==> config.mk <==
export PLATFORM = sky130hd
export DESIGN_NAME = ofm_sram_reader
export DESIGN_NICKNAME = d
export VERILOG_FILES = /design/src/rtl/ofm_sram_reader.sv
export SDC_FILE = /design/constraint.sdc
export NUM_CORES = 1
export LEC_CHECK = 0
export ABC_AREA = 1
export CAP_MARGIN = 25
export CORE_MARGIN = 2
export CORE_UTILIZATION = 55
export DETAILED_ROUTE_END_ITERATION = 8
export HOLD_SLACK_MARGIN = 0.15
export PLACE_DENSITY = 0.8
export SETUP_SLACK_MARGIN = 0.4
export SLEW_MARGIN = 20
export SYNTH_ARGS = -nofsm -noshare
export SYNTH_HDL_FRONTEND = slang
export SYNTH_SLANG_ARGS = --single-unit
export TNS_END_PERCENT = 1
==> constraint.sdc <==
create_clock -name clk -period 4.8 [get_ports clk]
set_input_delay 1.2 -clock clk [delete_from_list [all_inputs] [get_ports clk]]
set_output_delay 1.2 -clock clk [all_outputs]
set_load 0.05 [all_outputs]
==> src/rtl/ofm_sram_reader.sv <==
// Reads a run of OFM bytes from a 1-cycle-latency SRAM and packs PACK bytes
// per output word (little-endian) onto a valid/ready stream.
module ofm_sram_reader #(
    parameter int DATA_WIDTH = 8,
    parameter int ADDR_BITS  = 11,
    parameter int PACK       = 4
) (
    input  logic                       clk,
    input  logic                       rst,
    input  logic                       start,
    input  logic [ADDR_BITS-1:0]       base_addr,
    input  logic [11:0]                len,
    output logic                       busy,
    output logic                       done,
    output logic                       sram_write_en,
    output logic [ADDR_BITS-1:0]       sram_addr,
    output logic [DATA_WIDTH-1:0]      sram_wdata,
    input  logic [DATA_WIDTH-1:0]      sram_rdata,
    output logic                       out_valid,
    input  logic                       out_ready,
    output logic [DATA_WIDTH*PACK-1:0] out_data,
    output logic                       out_last
);
    localparam int CW = $clog2(PACK + 1);
    localparam int OW = DATA_WIDTH * PACK;

    localparam logic [1:0] S_IDLE  = 2'd0;
    localparam logic [1:0] S_READ  = 2'd1;
    localparam logic [1:0] S_DRAIN = 2'd2;
    localparam logic [1:0] S_FIN   = 2'd3;

    logic [1:0]           state_q, state_d;
    logic [ADDR_BITS-1:0] rd_ptr_q, rd_ptr_d;
    logic [11:0]          issue_left_q, issue_left_d;
    logic [11:0]          cap_left_q, cap_left_d;
    logic                 inflight_q, inflight_d;
    logic [OW-1:0]        asm_q, asm_d;
    logic [CW-1:0]        asm_cnt_q, asm_cnt_d;
    logic                 pend_q, pend_d;
    logic                 pend_last_q, pend_last_d;
    logic                 out_valid_q, out_valid_d;
    logic [OW-1:0]        out_data_q, out_data_d;
    logic                 out_last_q, out_last_d;

    logic          out_free;
    logic          stall;
    logic          issue;
    logic          cap_final;
    logic          cap_complete;
    logic [CW:0]   fill;
    logic [OW-1:0] asm_merged;

    assign out_free     = !out_valid_q || out_ready;
    assign fill         = {1'b0, asm_cnt_q} + {{CW{1'b0}}, inflight_q};
    // Only stall when the bytes already committed would complete a word that has nowhere to go.
    assign stall        = out_valid_q && !out_ready && (fill == (CW+1)'(PACK));
    assign issue        = (state_q == S_READ) && (issue_left_q != 12'd0) && !stall;
    assign cap_final    = inflight_q && (cap_left_q == 12'd1);
    assign cap_complete = inflight_q && ((asm_cnt_q == CW'(PACK - 1)) || cap_final);

    always_comb begin
        asm_merged = asm_q;
        for (int k = 0; k < PACK; k++) begin
            if (asm_cnt_q == CW'(k)) begin
                asm_merged[k*DATA_WIDTH +: DATA_WIDTH] = sram_rdata;
            end
        end
    end

    always_comb begin
        state_d      = state_q;
        rd_ptr_d     = rd_ptr_q;
        issue_left_d = issue_left_q;
        cap_left_d   = cap_left_q;
        inflight_d   = issue;
        asm_d        = asm_q;
        asm_cnt_d    = asm_cnt_q;
        pend_d       = pend_q;
        pend_last_d  = pend_last_q;
        out_valid_d  = out_valid_q;
        out_data_d   = out_data_q;
        out_last_d   = out_last_q;

        if (out_valid_q && out_ready) begin
            out_valid_d = 1'b0;
            out_last_d  = 1'b0;
        end

        // A word parked in the assembly register never coincides with a capture:
        // the stall guarantees nothing is in flight while it waits.
        if (pend_q && out_free) begin
            out_valid_d = 1'b1;
            out_data_d  = asm_q;
            out_last_d  = pend_last_q;
            pend_d      = 1'b0;
            asm_d       = '0;
            asm_cnt_d   = '0;
        end else if (inflight_q) begin
            cap_left_d = cap_left_q - 12'd1;
            if (cap_complete && out_free) begin
                out_valid_d = 1'b1;
                out_data_d  = asm_merged;
                out_last_d  = cap_final;
                asm_d       = '0;
                asm_cnt_d   = '0;
            end else begin
                asm_d     = asm_merged;
                asm_cnt_d = asm_cnt_q + CW'(1);
                if (cap_complete) begin
                    pend_d      = 1'b1;
                    pend_last_d = cap_final;
                end
            end
        end

        if (issue) begin
            rd_ptr_d     = rd_ptr_q + ADDR_BITS'(1);
            issue_left_d = issue_left_q - 12'd1;
        end

        case (state_q)
            S_IDLE: begin
                if (start) begin
                    rd_ptr_d     = base_addr;
                    issue_left_d = len;
                    cap_left_d   = len;
                    asm_d        = '0;
                    asm_cnt_d    = '0;
                    pend_d       = 1'b0;
                    state_d      = (len == 12'd0) ? S_FIN : S_READ;
                end
            end
            S_READ: begin
                if (issue && issue_left_q == 12'd1) begin
                    state_d = S_DRAIN;
                end
            end
            S_DRAIN: begin
                if (out_valid_q && out_ready && out_last_q) begin
                    state_d = S_FIN;
                end
            end
            default: state_d = S_IDLE;
        endcase
    end

    always_ff @(posedge clk or posedge rst) begin
        if (rst) begin
            state_q      <= S_IDLE;
            rd_ptr_q     <= '0;
            issue_left_q <= '0;
            cap_left_q   <= '0;
            inflight_q   <= 1'b0;
            asm_q        <= '0;
            asm_cnt_q    <= '0;
            pend_q       <= 1'b0;
            pend_last_q  <= 1'b0;
            out_valid_q  <= 1'b0;
            out_data_q   <= '0;
            out_last_q   <= 1'b0;
        end else begin
            state_q      <= state_d;
            rd_ptr_q     <= rd_ptr_d;
            issue_left_q <= issue_left_d;
            cap_left_q   <= cap_left_d;
            inflight_q   <= inflight_d;
            asm_q        <= asm_d;
            asm_cnt_q    <= asm_cnt_d;
            pend_q       <= pend_d;
            pend_last_q  <= pend_last_d;
            out_valid_q  <= out_valid_d;
            out_data_q   <= out_data_d;
            out_last_q   <= out_last_d;
        end
    end

    assign busy          = (state_q == S_READ) || (state_q == S_DRAIN);
    assign done          = (state_q == S_FIN);
    assign sram_write_en = 1'b0;
    assign sram_wdata    = '0;
    assign sram_addr     = rd_ptr_q;
    assign out_valid     = out_valid_q;
    assign out_data      = out_data_q;
    assign out_last      = out_last_q;
endmodule

==> metrics.txt, run 1 <==
outcome=finished clean; Buffers on Ports=81; net switching power=0.00255 W; share of cells above drive strength 1=7.49%; Sink Count=109; grt ovf=0; actual slew at the worst max-slew pin=0.888 ns; max-slew violation count=0; cts hold-fix bufs=0; Die Area=0.0129 mm^2; crit path DAT=1.98 ns; Fin. Hold Viols=0; CP Launch Point=state_q[0]$_DFFE_PP0P_; All-Layer GR Usage=23.5%; CP Capture Type=output pin; first-pass GRT wire length=24,300 um; R2R setup slack=1.70 ns; CP endpoint=busy; CP top delay family=buffers and inverters; Reg clk slew, reported paths=0.08 ns; RSZ-0062 raised after global routing=false; Final Net Count=1,020; Int Power=0.00271 W; cell count after synthesis=914; CP Launch Type=flop; largest area contributor in the netlist=dfrtp_1; dpl hpwl=9810 um; area delta synth->final=16.1%; worst path bufs/invs=2; Setup CP Type=reg2out; CP max stage delay=0.81 ns; Vias/cell=5.06; largest net degree at the start of global routing=70; Syn. warnings=0; 1st-iter DRT viols=370; Clock Skew=0.00937 ns; CTS Buffer Depth=2; cell count along the critical path=3; Final Core Density=66.1%; Worst Path Required=3.60 ns; Clock Power Share=15.2%; syn avg cell area=7.21 um^2; VDD IR max=407 uV; Post-CTS Resized=0; IO Pins=91; Tmin final=3.18 ns; routability cong.=0.850; final count of negative-setup-slack endpoints=0; worst path cell trace=inv_1 > ha_1 > clkdlybuf4s50_1; Synth Register Bits=109; # diodes=0; final worst path period share=66.2%; CTS buffer count=9; fmax=315 MHz; Power per Cell Area=688 mW/mm^2; Initial Utilization=57.0%; vias in the first global route=5,066; Rel. slew slack=40.8%; H-tree depth=3; Flop pwr share=31.3%; leak pwr=3.85 nW; FP Rows=39; Worst R2R Path Depth=7; Post-DRT Antenna Nets=0; drt total wl=14,300 um; Setup TNS=0 ns; Crit-path slowest cell=clkdlybuf4s50_1; Synth area leaders=dfrtp_1, nand2_1, inv_1; # Post-CTS Setup Buffers=0; DR DRC count=0; worst-skew pair later-pin latency=0.36 ns; FF-to-FF End=asm_q[0]$_DFF_PP0_; crit path max fanout=4; Core ar.=0.0116 mm^2; Die H=113 um; Synth top area share=41.4%; Min-Delay Path Class=reg2reg; Cell variety after synth=32; Die X=113 um; initial antenna violation count=0; Clock Root Buffer=clkbuf_16; Max Cap Viol=0; CTS tree=done; Critical R2R Launch=asm_cnt_q[0]$_DFF_PP0_; WL/cell=12.8 um; DRT Pass-1 Iters=5; Seq/Total Area, Yosys=41.4%; Post-Syn Area=0.00659 mm^2; Logic pwr share=53.6%; via count=5,656; Sw Share=48.5%
[layout by cell type (no fill, tap or decap), types with 9 or more instances in the layout]
master | netlist | final
nand2_2 | 12 | 12
conb_1 | 1 | 9
o21ai_2 | 14 | 14
nor2_1 | 103 | 103
nand3_1 | 44 | 44
inv_1 | 111 | 110
o21ai_0 | 79 | 79
a21oi_1 | 33 | 33
nand2_1 | 264 | 264
clkbuf_16 | 0 | 9
or2_2 | 9 | 9
ha_1 | 16 | 16
xor2_1 | 12 | 12
clkdlybuf4s50_1 | 0 | 81
dfrtp_1 | 109 | 109
o21ai_1 | 18 | 18
[area by class of cell]
class	count	area (um^2)
clock inverter	6	77.6
multi-input combinational	649	3140
sequential	109	2730
timing repair buffer	84	846
inverter	116	438
tap	143	179
fill	1029	3920
clock buffer	10	239
[synthesized netlist by cell type]
master	number
dfrtp_1	109
nand2_4	2
inv_2	5
nor2_2	5
nand4_4	1
nand3b_1	3
nand2_2	12
a21boi_0	1
a21oi_1	33
nand4_1	3
nand2_1	264
o21ai_2	14
nor2_1	103
xor2_1	12
o21bai_1	1
nand3_4	1
o21ai_1	18
conb_1	1
xnor2_1	6
buf_6	10
buf_2	8
nor3_2	1
nor3_1	6
ha_1	16
o211ai_1	3
inv_1	111
o21ai_0	79
buf_4	13
clkbuf_1	17
nand3_1	44
nor2_4	3
or2_2	9
[through the flow]
step	power [W]	cells	worst slack, ns	hold WS, ns	cell area [um^2]
finish	0.00526	1117	1.62	0.475	7650
global route	0.00574	1117	1.36	0.501	7650
CTS	0.00528	1117	1.60	0.479	7650
detailed placement	0.00447	1101	1.29	0.461	7330
global placement	0.00438	1101	1.38	0.456	7330
floorplan	0.00382	922	0.726	0.474	6620
[logic make-up (layout without fill, tap and decap cells)]
family / Yosys count / in the layout / share of synthesized area (%)
other: 1 / 9 / 0.0569
adders and majority gates: 16 / 16 / 3.04
AOI/OAI and AO/OA: 149 / 149 / 12.3
and+or+nand+nor: 457 / 457 / 29.4
xor gates and xnor gates: 18 / 18 / 2.39
buffers and inverters: 164 / 216 / 11.4
DFF: 109 / 109 / 41.4
[worst register-to-register path: stages (launching register included)]
cell and delay, ns:
dfrtp_1 0.45, ha_1 0.23, ha_1 0.36, nand2_1 0.34, nand3_4 0.18, nand2_4 0.54
nand2_2 0.65, nor2_1 0.26
[state kept, by name, indices dropped and copies added (netlist names), 2 cells and up]
| register | flops |
|---|---|
| asm_cnt_q | 3 |
| asm_q | 32 |
| cap_left_q | 12 |
| issue_left_q | 12 |
| out_data | 32 |
| sram_addr | 11 |
| state_q | 2 |
[layer usage]
metal / track usage, % / vias to the layer above / wire length [um]
li1: - / 2935 / -
met5: 0 / - / 0
met4: 7.48 / 0 / 208
met1: 34.5 / 2567 / 6990
met2: 36.5 / 138 / 6390
met3: 3.08 / 16 / 679
[power by group through the flow]
stage | clock [W] | sequential, W | combinational [W]
final | 0.000797 | 0.00165 | 0.00282
after global routing | 0.000847 | 0.00170 | 0.00319
after detailed placement | 0 | 0.00165 | 0.00281
after global placement | 0 | 0.00164 | 0.00274
after floorplan | 0 | 0.00207 | 0.00175
after CTS | 0.000806 | 0.00164 | 0.00283
[worst min path at each step]
stage,end,cells after the start,startpoint
final,out_data[29]$_DFFE_PP0P_,2,out_data[29]$_DFFE_PP0P_
after global placement,out_data[28]$_DFFE_PP0P_,2,out_data[28]$_DFFE_PP0P_
after floorplan,pend_last_q$_DFFE_PP0P_,2,pend_last_q$_DFFE_PP0P_
after detailed placement,out_data[29]$_DFFE_PP0P_,2,out_data[29]$_DFFE_PP0P_
after global routing,out_data[29]$_DFFE_PP0P_,2,out_data[29]$_DFFE_PP0P_
after CTS,out_data[29]$_DFFE_PP0P_,2,out_data[29]$_DFFE_PP0P_
No activity file was read; power rests on OpenSTA's default activity.
==> inputs of run 2 (changes only) <==
==> constraint.sdc (replaced) <==
create_clock -name clk -period 3.1 [get_ports clk]
set_input_delay 0.775 -clock clk [delete_from_list [all_inputs] [get_ports clk]]
set_output_delay 0.775 -clock clk [all_outputs]
set_load 0.05 [all_outputs]
==> run 2 against run 1 <==
Against the previous run:
- core utilization up 0.63 points
- via count is 2.7% higher
- worst hold slack got worse by 0.0021 ns
- largest power group unchanged
- flip-flop and latch count unchanged
==> metrics.txt, run 2 (synthesis results as in run 1) <==
Die Area=0.0129 mm^2 (unchanged); hold path start=out_data[29]$_DFFE_PP0P_ (unchanged); VDD IR max=827 uV (was 407 uV); CTS tree=done (unchanged); FP Rows=39 (unchanged); hold depth=2 (unchanged); vias in the first global route=5,215 (was 5,066); initial antenna violation count=0 (unchanged); Power per Cell Area=1050 mW/mm^2 (was 688 mW/mm^2); via count=5,806 (was 5,656); Buffers on Ports=81 (unchanged); dpl hpwl=10,200 um (was 9810 um); All-Layer GR Usage=23.5% (about the same); Vias/cell=5.15 (was 5.06); R2R setup slack=0.95 ns (was 1.70 ns); DRT Pass-1 Iters=5 (unchanged); crit path DAT=1.78 ns (was 1.98 ns); commonest non-fill, non-tap cell in the layout=nand2_1 (unchanged); H-tree depth=3 (unchanged); Die X=113 um (unchanged); Initial Utilization=57.0% (unchanged); Max Cap Viol=0 (unchanged); Rel. slew slack=55.8% (was 40.8%); grt ovf=0 (unchanged); Final Core Density=66.7% (was 66.1%); share of cells above drive strength 1=8.23% (was 7.49%); Worst R2R Path Depth=11 (was 7); CP Capture Type=output pin (unchanged); CTS Buffer Depth=2 (unchanged); final count of negative-setup-slack endpoints=0 (unchanged); outcome=finished clean (unchanged); drt total wl=14,800 um (was 14,300 um); Tmin final=2.56 ns; Die H=113 um (unchanged); CTS buffer count=9 (unchanged); DR DRC count=0 (unchanged); Core ar.=0.0116 mm^2 (unchanged); Clock Root Buffer=clkbuf_16 (unchanged); worst-skew pair later-pin latency=0.35 ns (was 0.36 ns); Reg clk slew, reported paths=0.07 ns (was 0.08 ns); Final Net Count=1,030 (was 1,020); fmax=391 MHz; actual slew at the worst max-slew pin=0.662 ns (was 0.888 ns); area delta synth->final=17.2% (was 16.1%); crit path max fanout=4 (unchanged); Setup CP Type=reg2out (unchanged); fillcell total=990 (was 1,029); multi-input logic area=0.00314 mm^2 (unchanged); most frequent cells in the layout=nand2_1, inv_1, dfrtp_1 (unchanged); 1st-iter DRT viols=437 (was 370); CP Launch Point=state_q[1]$_DFFE_PP0P_ (was state_q[0]$_DFFE_PP0P_); first-pass GRT wire length=24,500 um (was 24,300 um); Critical R2R Launch=inflight_q$_DFF_PP0_ (was asm_cnt_q[0]$_DFF_PP0_); Post-DRT Antenna Nets=0 (unchanged); Clock Skew=0.0105 ns (was 0.00937 ns); Min-Delay Path Class=reg2reg (unchanged); routability cong.=0.861 (was 0.850); Sink Count=109 (unchanged); RSZ-0062 raised after global routing=false (unchanged); max-slew violation count=0 (unchanged); Fin. Hold Viols=0 (unchanged); CP Launch Type=flop (unchanged); FF-to-FF End=sram_addr[4]$_DFF_PP0_ (was asm_q[0]$_DFF_PP0_); leak pwr=3.89 nW (was 3.85 nW); hold worst-path end=out_data[29]$_DFFE_PP0P_ (unchanged); final worst path period share=82.5%; largest net degree at the start of global routing=61 (was 70); WL/cell=13.1 um (was 12.8 um); # Post-CTS Setup Buffers=0 (unchanged); Worst Path Required=2.32 ns (was 3.60 ns); IO Pins=91 (unchanged); sequential cell area=0.00273 mm^2 (unchanged); # diodes=0 (unchanged); Setup TNS=0 ns (unchanged)
[run 2: cell types whose count changed in the layout (fill, tap and decap cells not counted), sizes merged]
cell	change
clkbuf	+3
clkinv	+1
buf	+10
clkdlybuf4s50	-1
dlygate4sd2	+1
inv	-3
bufinv	-1
[run 2: how the worst max path moves through the flow]
stage	cells after the start	end	slack, ns
floorplan	1	asm_cnt_q[0]$_DFF_PP0_	1.01
global placement	8	out_data[0]$_DFFE_PP0P_	0.60
detailed placement	8	out_data[4]$_DFFE_PP0P_	0.51
CTS	2	done	0.54
global route	2	done	0.50
finish	2	done	0.54
[run 2: where the power goes]
group	total (W)	internal, W	switching (W)
Combinational	0.00442	0.00152	0.00290
Clock	0.00113	0.000599	0.000527
Sequential	0.00255	0.00204	0.000510
[run 2: layout make-up]
type | count | share of cell area (%)
Clock inverter | 3 | 0.373
Timing Repair Buffer | 94 | 12.2
Clock buffer | 13 | 3.37
Tap cell | 143 | 2.32
Multi-Input combinational cell | 649 | 40.7
Sequential cell | 109 | 35.3
Inverter | 116 | 5.69
[run 2: worst max-delay path, cell delays in order (launching register included)]
cell and delay (ns):
dfrtp_1 0.40, ha_1 0.22, clkdlybuf4s50_1 0.82
[run 2: timing repair]
item	4_1_cts	5_1_grt
endpoints found under the hold margin	0	0
gates resized for setup	1	0
hold buffers	0	0
endpoints found under the setup margin	1	0
[run 2: per-layer routing]
layer / up-vias / global-route usage, % / share of wire (%)
li1: 2955 / - / -
met1: 2670 / 34.4 / 48
met2: 167 / 37.1 / 45
met3: 14 / 4.09 / 5.8
met4: 0 / 5.28 / 1.1
met5: - / 0 / 0
[run 2: stage by stage]
step / setup WS (ns) / cells / hold WS [ns] / power, W / instance area (um^2)
final: 0.541 / 1127 / 0.473 / 0.00810 / 7720
after CTS: 0.540 / 1127 / 0.478 / 0.00812 / 7720
after global placement: 0.599 / 1111 / 0.453 / 0.00684 / 7430
after detailed placement: 0.515 / 1111 / 0.460 / 0.00696 / 7430
after floorplan: 1.01 / 922 / 0.474 / 0.00592 / 6620
after global routing: 0.499 / 1127 / 0.501 / 0.00881 / 7720
